### src/rtl/alu_control_sequencer_if.sv
// Control bus between the hardwired sequencer and the phase-1 datapath:
// IR / memory handshake in, register-transfer strobes out.
interface alu_control_sequencer_if;
    logic [31:0] ir;
    logic        mem_ready;
    logic        stop;

    logic        PCout, MARin, IncPC, Read, MDRin, MDRout, IRin, RYin;
    logic        RZinLo, RZinHi, RZoutLo, RZoutHi, LOin, HIin;
    logic        Gra, Grb, Grc, Rin, Rout;
    logic [4:0]  alu_op;
    logic        run;
    logic        illegal;
    logic        mem_timeout;

    modport master (
        input  ir, mem_ready, stop,
        output PCout, MARin, IncPC, Read, MDRin, MDRout, IRin, RYin,
               RZinLo, RZinHi, RZoutLo, RZoutHi, LOin, HIin,
               Gra, Grb, Grc, Rin, Rout, alu_op, run, illegal, mem_timeout
    );

    modport slave (
        output ir, mem_ready, stop,
        input  PCout, MARin, IncPC, Read, MDRin, MDRout, IRin, RYin,
               RZinLo, RZinHi, RZoutLo, RZoutHi, LOin, HIin,
               Gra, Grb, Grc, Rin, Rout, alu_op, run, illegal, mem_timeout
    );
endinterface

### src/rtl/alu_control_sequencer.sv
// Hardwired T-state sequencer: fetch T0-T2, execute T3-T6 for ALU, unary and
// mul/div instructions. Strobes are decoded from the state register.
module alu_control_sequencer #(
    parameter int MEM_WAIT_MAX = 15
) (
    input  logic                          clock,
    input  logic                          clear,
    alu_control_sequencer_if.master       bus
);
    localparam int CW = $clog2(MEM_WAIT_MAX + 1);

    localparam logic [4:0] OP_ADD  = 5'b00011;
    localparam logic [4:0] OP_ROL  = 5'b01011;
    localparam logic [4:0] OP_MUL  = 5'b01111;
    localparam logic [4:0] OP_DIV  = 5'b10000;
    localparam logic [4:0] OP_NEG  = 5'b10001;
    localparam logic [4:0] OP_NOT  = 5'b10010;
    localparam logic [4:0] OP_NOP  = 5'b11010;
    localparam logic [4:0] OP_HALT = 5'b11011;

    typedef enum logic [3:0] {
        S_RST, S_T0, S_T1, S_T2, S_T3, S_T4, S_T5, S_T6, S_HALT
    } state_t;

    typedef enum logic [2:0] {
        C_BIN, C_MULDIV, C_UNARY, C_NOP, C_HALT, C_ILLEGAL
    } class_t;

    function automatic class_t classify(input logic [4:0] op);
        case (op) inside
            [OP_ADD:OP_ROL]: return C_BIN;
            OP_MUL, OP_DIV:  return C_MULDIV;
            OP_NEG, OP_NOT:  return C_UNARY;
            OP_NOP:          return C_NOP;
            OP_HALT:         return C_HALT;
            default:         return C_ILLEGAL;
        endcase
    endfunction

    state_t          state_q, state_d;
    logic   [4:0]    op_q, op_d;
    logic   [CW-1:0] wait_q, wait_d;
    logic            timeout_q, timeout_d;

    logic   [4:0]    opcode;
    class_t          cls;
    state_t          retire;
    logic            unused_ir_fields;

    // The IR register is loaded at the end of T2, so the live value is only
    // trusted in T3; later execute states use the opcode captured there.
    assign opcode = (state_q == S_T3) ? bus.ir[31:27] : op_q;
    assign cls    = classify(opcode);
    assign retire = bus.stop ? S_HALT : S_T0;

    // Register fields are consumed by the datapath's select-encode logic.
    assign unused_ir_fields = ^bus.ir[26:0];

    // NOTE: sequential state uses non-blocking assignments so every register
    // samples pre-edge values, independent of process evaluation order.
    always_ff @(posedge clock or negedge clear) begin
        if (!clear) begin
            state_q   <= S_RST;
            op_q      <= '0;
            wait_q    <= '0;
            timeout_q <= 1'b0;
        end else begin
            state_q   <= state_d;
            op_q      <= op_d;
            wait_q    <= wait_d;
            timeout_q <= timeout_d;
        end
    end

    // NOTE: every signal assigned in always_comb gets a default first; a path
    // that skips an assignment would otherwise infer a latch.
    always_comb begin
        state_d = state_q;
        op_d    = op_q;
        case (state_q)
            S_RST: state_d = S_T0;
            S_T0:  state_d = S_T1;
            S_T1:  if (bus.mem_ready) state_d = S_T2;
            S_T2:  state_d = S_T3;
            S_T3: begin
                op_d = opcode;
                case (cls)
                    C_BIN, C_MULDIV, C_UNARY: state_d = S_T4;
                    C_HALT:                   state_d = S_HALT;
                    default:                  state_d = retire;
                endcase
            end
            S_T4:   state_d = (cls == C_UNARY) ? retire : S_T5;
            S_T5:   state_d = (cls == C_MULDIV) ? S_T6 : retire;
            S_T6:   state_d = retire;
            S_HALT: state_d = S_HALT;
            default: state_d = S_RST;
        endcase
    end

    // Wait counter restarts every fetch; the timeout flag is sticky.
    always_comb begin
        wait_d    = '0;
        timeout_d = timeout_q;
        if (state_q == S_T1 && !bus.mem_ready) begin
            wait_d = (wait_q == CW'(MEM_WAIT_MAX)) ? wait_q : wait_q + 1'b1;
            if (wait_d == CW'(MEM_WAIT_MAX)) timeout_d = 1'b1;
        end
    end

    assign bus.mem_timeout = timeout_q;

    always_comb begin
        bus.PCout   = 1'b0;  bus.MARin   = 1'b0;  bus.IncPC   = 1'b0;
        bus.Read    = 1'b0;  bus.MDRin   = 1'b0;  bus.MDRout  = 1'b0;
        bus.IRin    = 1'b0;  bus.RYin    = 1'b0;  bus.RZinLo  = 1'b0;
        bus.RZinHi  = 1'b0;  bus.RZoutLo = 1'b0;  bus.RZoutHi = 1'b0;
        bus.LOin    = 1'b0;  bus.HIin    = 1'b0;  bus.Gra     = 1'b0;
        bus.Grb     = 1'b0;  bus.Grc     = 1'b0;  bus.Rin     = 1'b0;
        bus.Rout    = 1'b0;  bus.alu_op  = 5'd0;  bus.run     = 1'b0;
        bus.illegal = 1'b0;
        case (state_q)
            S_T0: begin
                bus.run = 1'b1; bus.PCout = 1'b1; bus.MARin = 1'b1;
                bus.IncPC = 1'b1; bus.RZinLo = 1'b1;
            end
            S_T1: begin bus.run = 1'b1; bus.Read = 1'b1; bus.MDRin = 1'b1; end
            S_T2: begin bus.run = 1'b1; bus.MDRout = 1'b1; bus.IRin = 1'b1; end
            S_T3: begin
                bus.run = 1'b1;
                case (cls)
                    C_BIN, C_MULDIV: begin
                        bus.Grb = 1'b1; bus.Rout = 1'b1; bus.RYin = 1'b1;
                    end
                    C_UNARY: begin
                        bus.Grb = 1'b1; bus.Rout = 1'b1; bus.RZinLo = 1'b1;
                        bus.alu_op = opcode;
                    end
                    C_ILLEGAL: bus.illegal = 1'b1;
                    default: ;
                endcase
            end
            S_T4: begin
                bus.run = 1'b1;
                case (cls)
                    C_BIN, C_MULDIV: begin
                        bus.Grc = 1'b1; bus.Rout = 1'b1; bus.RZinLo = 1'b1;
                        bus.RZinHi = (cls == C_MULDIV);
                        bus.alu_op = opcode;
                    end
                    C_UNARY: begin
                        bus.RZoutLo = 1'b1; bus.Gra = 1'b1; bus.Rin = 1'b1;
                    end
                    default: ;
                endcase
            end
            S_T5: begin
                bus.run = 1'b1;
                bus.RZoutLo = 1'b1;
                if (cls == C_MULDIV) begin
                    bus.LOin = 1'b1;
                end else begin
                    bus.Gra = 1'b1; bus.Rin = 1'b1;
                end
            end
            S_T6: begin bus.run = 1'b1; bus.RZoutHi = 1'b1; bus.HIin = 1'b1; end
            default: ;
        endcase
    end
endmodule

### src/flat_wrapper.sv
// flat-port wrapper written by rule: the top's interface ports become plain ports
module alu_control_sequencer_flat 
#(
    parameter int MEM_WAIT_MAX = 15
)
  (clock, clear, bus_ir, bus_mem_ready, bus_stop, bus_PCout, bus_MARin, bus_IncPC, bus_Read, bus_MDRin, bus_MDRout, bus_IRin, bus_RYin, bus_RZinLo, bus_RZinHi, bus_RZoutLo, bus_RZoutHi, bus_LOin, bus_HIin, bus_Gra, bus_Grb, bus_Grc, bus_Rin, bus_Rout, bus_alu_op, bus_run, bus_illegal, bus_mem_timeout);
  alu_control_sequencer_if bus_i ();
  input  logic clock;
  input  logic clear;
  input wire logic [$bits(bus_i.ir)-1:0] bus_ir;
  input wire logic [$bits(bus_i.mem_ready)-1:0] bus_mem_ready;
  input wire logic [$bits(bus_i.stop)-1:0] bus_stop;
  output wire logic [$bits(bus_i.PCout)-1:0] bus_PCout;
  output wire logic [$bits(bus_i.MARin)-1:0] bus_MARin;
  output wire logic [$bits(bus_i.IncPC)-1:0] bus_IncPC;
  output wire logic [$bits(bus_i.Read)-1:0] bus_Read;
  output wire logic [$bits(bus_i.MDRin)-1:0] bus_MDRin;
  output wire logic [$bits(bus_i.MDRout)-1:0] bus_MDRout;
  output wire logic [$bits(bus_i.IRin)-1:0] bus_IRin;
  output wire logic [$bits(bus_i.RYin)-1:0] bus_RYin;
  output wire logic [$bits(bus_i.RZinLo)-1:0] bus_RZinLo;
  output wire logic [$bits(bus_i.RZinHi)-1:0] bus_RZinHi;
  output wire logic [$bits(bus_i.RZoutLo)-1:0] bus_RZoutLo;
  output wire logic [$bits(bus_i.RZoutHi)-1:0] bus_RZoutHi;
  output wire logic [$bits(bus_i.LOin)-1:0] bus_LOin;
  output wire logic [$bits(bus_i.HIin)-1:0] bus_HIin;
  output wire logic [$bits(bus_i.Gra)-1:0] bus_Gra;
  output wire logic [$bits(bus_i.Grb)-1:0] bus_Grb;
  output wire logic [$bits(bus_i.Grc)-1:0] bus_Grc;
  output wire logic [$bits(bus_i.Rin)-1:0] bus_Rin;
  output wire logic [$bits(bus_i.Rout)-1:0] bus_Rout;
  output wire logic [$bits(bus_i.alu_op)-1:0] bus_alu_op;
  output wire logic [$bits(bus_i.run)-1:0] bus_run;
  output wire logic [$bits(bus_i.illegal)-1:0] bus_illegal;
  output wire logic [$bits(bus_i.mem_timeout)-1:0] bus_mem_timeout;
  assign bus_i.ir = bus_ir;
  assign bus_i.mem_ready = bus_mem_ready;
  assign bus_i.stop = bus_stop;
  assign bus_PCout = bus_i.PCout;
  assign bus_MARin = bus_i.MARin;
  assign bus_IncPC = bus_i.IncPC;
  assign bus_Read = bus_i.Read;
  assign bus_MDRin = bus_i.MDRin;
  assign bus_MDRout = bus_i.MDRout;
  assign bus_IRin = bus_i.IRin;
  assign bus_RYin = bus_i.RYin;
  assign bus_RZinLo = bus_i.RZinLo;
  assign bus_RZinHi = bus_i.RZinHi;
  assign bus_RZoutLo = bus_i.RZoutLo;
  assign bus_RZoutHi = bus_i.RZoutHi;
  assign bus_LOin = bus_i.LOin;
  assign bus_HIin = bus_i.HIin;
  assign bus_Gra = bus_i.Gra;
  assign bus_Grb = bus_i.Grb;
  assign bus_Grc = bus_i.Grc;
  assign bus_Rin = bus_i.Rin;
  assign bus_Rout = bus_i.Rout;
  assign bus_alu_op = bus_i.alu_op;
  assign bus_run = bus_i.run;
  assign bus_illegal = bus_i.illegal;
  assign bus_mem_timeout = bus_i.mem_timeout;
  alu_control_sequencer #(.MEM_WAIT_MAX(MEM_WAIT_MAX)) u_core (.clock(clock), .clear(clear), .bus(bus_i));
endmodule
### config.mk
export PLATFORM = sky130hd
export DESIGN_NAME = alu_control_sequencer_flat
export DESIGN_NICKNAME = d
export VERILOG_FILES = /design/src/rtl/alu_control_sequencer_if.sv /design/src/rtl/alu_control_sequencer.sv /design/src/flat_wrapper.sv
export SDC_FILE = /design/constraint.sdc
export NUM_CORES = 1
export LEC_CHECK = 0
export BUFFER_PORTS_ARGS = -buffer_cell sky130_fd_sc_hd__buf_2
export CORE_MARGIN = 1
export CORE_UTILIZATION = 30
export CTS_CLUSTER_DIAMETER = 150
export DETAILED_ROUTE_END_ITERATION = 7
export GPL_TIMING_DRIVEN = 0
export PLACE_DENSITY = 0.56
export SYNTH_ARGS = -nofsm -noshare
export SYNTH_HDL_FRONTEND = slang
export SYNTH_SLANG_ARGS = --single-unit
### constraint.sdc
create_clock -name clock -period 3.25 [get_ports clock]
set_input_delay 0.1625 -clock clock [delete_from_list [all_inputs] [get_ports clock]]
set_output_delay 0.1625 -clock clock [all_outputs]
set_load 0.02 [all_outputs]
==> impl_metrics.yaml, run 1 <==
route:
  routed_wl_microns: 2900
  drtPass1Iterations: 4
  via_per_inst: 5.10
  drc: 0
  vias: 1228
  wl_per_cell_microns: 12.0
  drtIter0Drc: 88
  ant_nets: 0
final_layout:
  antenna-diode-count: 0
  area_growth_pct: 24.9
  fill_cells: 374
  drive_gt1_share_pct: 27.5
  nets: 231
clock_tree:
  clockBufferDepth: 2
  cts.repair.resized: 0
  cts_sinks: 14
  root_buffer: "clkbuf_8"
  cts_tree: "built"
  worst_skew_pair.late_latency_ns: 0.24
  clkTransAtPathRegs_ns: 0.06
  htree_levels: 1
  cts_made_buffers: 3
worst_hold_path:
  worstHoldStart: "bus_stop"
  hp-class: "in -> reg"
global_route:
  grt_pass1_vias: 1086
  overflow: 0
  grt_use_total_pct: 14.5
  grt_pass1_wl_microns: 4890
  grt_max_degree: 15
  grt_antenna_before_repair: 0
synth:
  netlist_top_cells_count: "15 x nor2_1, 14 x dfrtp_1, 10 x nand2_1, 10 x nor3_1"
  synthTopCellsByArea: "dfrtp_1 29%, mux2i_1 5.8%, nor2_1 4.7%, nand2b_1 4.1%, nor3_1 4.1%"
  synthFlopType: "dfrtp_1"
  syn_inst: 153
  yosysMostFrequentCell: "nor2_1"
  synth.avg_cell_area_sq_um: 7.88
  yosys_warnings: 0
  yosysSeqAreaShare_pct: 29.0
  syn_area_sq_mm: 0.00121
  ys_seq_elements: 14
  synthesis.nets: 190
  yosysTopAreaCell: "dfrtp_1"
  synthDistinctLibCells: 42
  async_reset_ff_share_pct: 100
  synth_top_area_share_pct: 29.0
  synth_edf_count: 0
sta:
  finalCritPeriodShare_pct: 88.6
  fmax_ghz: 0.347
  setup_viol_count_final: 0
  rsz0062_at_grt: "no"
  tightest_slew_ns: 0.604
  finalSetupTns_ns: 0
  fin_crit_ns: 2.88
  relSlewSlack_pct: 59.3
  final-max-slew-violation-count: 0
  fin_skew_ns: 0.00152
  hold_viol: 0
  finalWorstSetupSlack_ns: 0.370
flow_run:
  drv_cap: 0
die:
  die_h_microns: 65.4
  ioPinCount: 63
  die_w_microns: 65.4
  start_util_pct: 32.0
  design.die.area_sq_mm: 0.00428
  coreArea_sq_mm: 0.00377
  rows: 22
setup_path:
  critical-path-slowest-cell: "nor4b_2"
  crit_family: "simple AND/OR/NAND/NOR gates"
  path_cells: "nor4b_2, buf_2, mux2i_1, o22ai_1, a31o_2, nor2_1, nor3_1, buf_2"
  startpoint: "u_core.state_q[1]$_DFFE_PN0N_"
  cp_max_fo: 10
  cp.arrival_ns: 2.72
  critPathMaxStageDelay_ns: 0.46
  r2r_slack_ns: 0.79
  end_kind: "output pin"
  path_class: "reg -> out"
  worst-path-buf-inv: 2
  cp-start-kind: "flop"
  r2r_start: "u_core.state_q[1]$_DFFE_PN0N_"
  critPathMostFrequentCell: "buf_2"
  crit_required_ns: 3.09
place:
  place.port_buffers: 35
  gp_congestion: 0.828
  dp_slack_ns: 0.634
  hpwl_microns: 2290
pwr:
  swShare_pct: 47.4
  p_comb_share_pct: 60.2
  p_leak_uw: 0.000743
  switchingPower_uw: 555
  clkPwrFrac_pct: 14.6
  power.density_mw_per_mm2: 776
  ir_drop_v: 0.000307
  intPower_uw: 615
  p_seq_share_pct: 25.2
status:
  status: "completed"
state kept, by name, indices dropped and copies added (netlist names):
| register | cells |
|---|---|
| u_core.state_q | 4 |
| u_core.bus.mem_timeout | 1 |
| u_core.wait_q | 4 |
| u_core.op_q | 5 |
through the flow:
stage | area (sq um) | std cells | utilization, % | total power, uW | hold slack, ns
floorplan | 1210 | 153 | - | 816 | -0.133
global placement | 1440 | 236 | 38.2 | 1010 | 0.0742
detailed placement | 1440 | 236 | 38.2 | 1000 | 0.0766
CTS | 1510 | 241 | 39.9 | 1180 | 0.212
global route | 1510 | 241 | 39.9 | 1270 | 0.247
finish | 1510 | 241 | 39.9 | 1170 | 0.223
per-layer routing:
layer / part of all wire [%] / up-vias / global-route usage (%)
li1: - / 632 / -
met1: 48 / 569 / 19.5
met2: 49 / 25 / 24.1
met3: 2.6 / 2 / 1.74
met4: 0.72 / 0 / 4.08
met5: 0 / - / 0
worst register-to-register path, stage by stage, from the launching register on:
cell	delay, ns
dfrtp_1	0.40
nor4b_2	0.46
buf_2	0.31
mux2i_1	0.36
o22ai_1	0.15
a31o_2	0.30
nor2_1	0.25
a21oi_1	0.12
kinds of logic after synthesis:
kind of cell | count (synthesis) | synth area share [%]
adders and majority gates | 1 | 1.04
buffers and inverters | 22 | 9.54
and+or+nand+nor | 69 | 31.2
DFF | 14 | 29.0
muxes | 9 | 7.68
xor gates and xnor gates | 3 | 2.18
AOI/OAI and AO/OA | 35 | 19.3
power by group through the flow:
stage          sequential [uW]  clock (uW)  combinational (uW)
5_1_grt                    304         186                 775
2_1_floorplan              278           0                 538
6_report                   294         171                 704
3_3_place_gp               298           0                 709
4_1_cts                    294         175                 708
3_5_place_dp               297           0                 703
final cells by class:
type,count,area (sq um),area share [%]
inverter,8,30.0,1.99
clock buffer,4,55.1,3.65
timing repair buffer,36,185,12.3
tap,48,60.1,3.99
sequential,14,350,23.3
buffer,14,85.1,5.65
multi-input combinational,117,741,49.2
placed cells by master, fill, tap and decap left out, drive strengths merged, types with 3 or more instances in the layout:
| cell | n |
|---|---|
| nor4 | 3 |
| nand2b | 8 |
| a21oi | 8 |
| buf | 44 |
| clkbuf | 9 |
| xnor2 | 3 |
| nor2 | 15 |
| nand3 | 4 |
| nor3 | 10 |
| mux2i | 7 |
| nand2 | 10 |
| inv | 8 |
| o21ai | 7 |
| dfrtp | 14 |
| nor2b | 3 |
| nor3b | 4 |
| o22ai | 4 |
| and2 | 4 |
final timing paths:
path,cells past startpoint,endpoint
worst max-delay path,8,bus_Rout
worst min-delay path,3,u_core.state_q[3]$_DFFE_PN0N_
worst max register to register,7,u_core.state_q[2]$_DFFE_PN0N_
worst min register to register,1,u_core.bus.mem_timeout$_DFFE_PN0P_
max in group asynchronous,2,u_core.op_q[3]$_DFFE_PN0P_
min in group asynchronous,2,u_core.op_q[2]$_DFFE_PN0P_
timing repair:
| action | 4_1_cts | 5_1_grt |
|---|---|---|
| hold buffers | 1 | 0 |
| endpoints found under the hold margin | 14 | 0 |
| buffers inserted | 0 | 0 |
Note: power is estimated with default switching activity, not from simulation.
==> run 2, diff against run 1 <==
GPL_TIMING_DRIVEN = default   (was 0)
==> run 2 against run 1 <==
Critical path depth is the same. Sequential cell count did not move. Maximum frequency decreased by 0.21%. Hold slack about the same. Routed wire length fell by 1.6%. Clock power is 21% lower. Combinational power is 10% lower. Global-route usage shrank 0.44 points. Sequential power increased by 12%. Cell count shrank 5.0%. Clock skew fell by 0.0012 ns. Critical endpoint unchanged. Largest power group unchanged.
==> impl_metrics.yaml, run 2 (synthesis gave the netlist of run 1 again) <==
status:
  status: "completed"
route:
  drtIter0Drc: 74
  routed_wl_microns: 2850
  vias: 1191
  drc: 0
  wl_per_cell_microns: 12.5
  ant_nets: 0
  via_per_inst: 5.20
  drtPass1Iterations: 4
final_layout:
  top_register: "u_core.op_q"
  area_growth_pct: 18.6
  layout_common_cells: "35 x buf_2, 15 x nor2_1, 14 x dfrtp_1"
  nets: 220
  drive_gt1_share_pct: 25.4
  largestRegisters: "u_core.op_q x5, u_core.state_q x4, u_core.wait_q x4"
  finish.instance_area_sq_mm: 0.00143
  largest_reg_flops: 5
  antenna-diode-count: 0
  fill_cells: 396
  layout_commonest_cell: "buf_2"
  final_util_pct: 37.9
setup_path:
  path_class: "reg -> out"
  r2r_start: "u_core.state_q[2]$_DFFE_PN0N_"
  cp_max_fo: 12
  cp.arrival_ns: 2.72
  r2r_slack_ns: 0.79
  crit_required_ns: 3.09
  cp-start-kind: "flop"
  end_kind: "output pin"
  r2r_end: "u_core.state_q[2]$_DFFE_PN0N_"
  r2r_cells: 7
clock_tree:
  cts_tree: "built"
  cts_sinks: 14
  htree_levels: 1
  cts_made_buffers: 3
  clkTransAtPathRegs_ns: 0.05
  clockBufferDepth: 2
  root_buffer: "clkbuf_8"
  worst_skew_pair.late_latency_ns: 0.24
sta:
  tightest_slew_ns: 0.516
  final-max-slew-violation-count: 0
  hold_viol: 0
  finalCritPeriodShare_pct: 88.8
  relSlewSlack_pct: 65.3
  fin_crit_ns: 2.89
  finalWorstSetupSlack_ns: 0.363
  whs_ns: 0.223
  fin_skew_ns: 0.000348
  setup_viol_count_final: 0
  fmax_ghz: 0.346
  rsz0062_at_grt: "no"
  finalSetupTns_ns: 0
global_route:
  grt_pass1_wl_microns: 4740
  grt_antenna_before_repair: 0
  overflow: 0
  grt_use_total_pct: 14.0
  grt_pass1_vias: 1026
  grt_max_degree: 15
die:
  die_h_microns: 65.4
  die_w_microns: 65.4
  design.die.area_sq_mm: 0.00428
  start_util_pct: 32.0
  rows: 22
  coreArea_sq_mm: 0.00377
  ioPinCount: 63
worst_hold_path:
  min_to: "u_core.state_q[3]$_DFFE_PN0N_"
  hp-class: "in -> reg"
  min_path_cells: 3
  worstHoldStart: "bus_stop"
place:
  dp_slack_ns: 0.636
  gp_congestion: 0.842
  hpwl_microns: 2220
  place.port_buffers: 35
  dpl_cell_area_sq_mm: 0.00138
pwr:
  power.density_mw_per_mm2: 767
  ir_drop_v: 0.000213
  p_leak_uw: 0.000699
flow_run:
  drv_cap: 0
## run 2: worst max-delay path, stage by stage, from the launching register on
cell      delay [ns]
dfrtp_1         0.55
nor4b_2         0.36
mux2i_1         0.39
inv_1           0.13
a311oi_1        0.37
a31o_2          0.22
nor2_1          0.10
nor3_1          0.17
buf_2           0.19
## run 2: through the flow
stage | total power, uW | std cells
2_1_floorplan | 816 | 153
3_3_place_gp | 972 | 225
3_5_place_dp | 964 | 225
4_1_cts | 1110 | 229
5_1_grt | 1200 | 229
6_report | 1100 | 229
## run 2: area by class of cell
cell class / count / area [sq um] / area share, %
Sequential cell: 14 / 350 / 24.5
Clock buffer: 3 / 41.3 / 2.89
Multi-Input combinational cell: 117 / 741 / 51.8
Timing Repair Buffer: 39 / 208 / 14.5
Inverter: 8 / 30.0 / 2.10
Tap cell: 48 / 60.1 / 4.20
## run 2: layer usage
| metal | up-vias | GRT usage, % | part of all wire (%) |
|---|---|---|---|
| met2 | 35 | 21.6 | 47 |
| met3 | 2 | 1.04 | 3.9 |
| met5 | - | 0 | 0 |
| met1 | 546 | 20.4 | 49 |
| li1 | 608 | - | - |
| met4 | 0 | 4.89 | 0.67 |
## run 2: worst max path at each step
| stage | start | end | cells past startpoint |
|---|---|---|---|
| final | u_core.state_q[2]$_DFFE_PN0N_ | bus_Rout | 8 |
| after floorplan | u_core.state_q[3]$_DFFE_PN0N_ | bus_alu_op[4] | 6 |
| after global routing | u_core.state_q[2]$_DFFE_PN0N_ | bus_Rout | 8 |
| after global placement | u_core.state_q[2]$_DFFE_PN0N_ | bus_Rout | 8 |
| after CTS | u_core.state_q[2]$_DFFE_PN0N_ | bus_Rout | 8 |
| after detailed placement | u_core.state_q[2]$_DFFE_PN0N_ | bus_Rout | 8 |
## run 2: power breakdown
group	internal [uW]	switching (uW)
sequential	227	102
combinational	255	379
clock	81.6	53.4
total	564	534
## run 2: what timing repair did
item	in CTS	in global routing
gates resized for setup	0	0
hold endpoints to repair	14	0
hold buffers	1	0
setup buffers	0	0
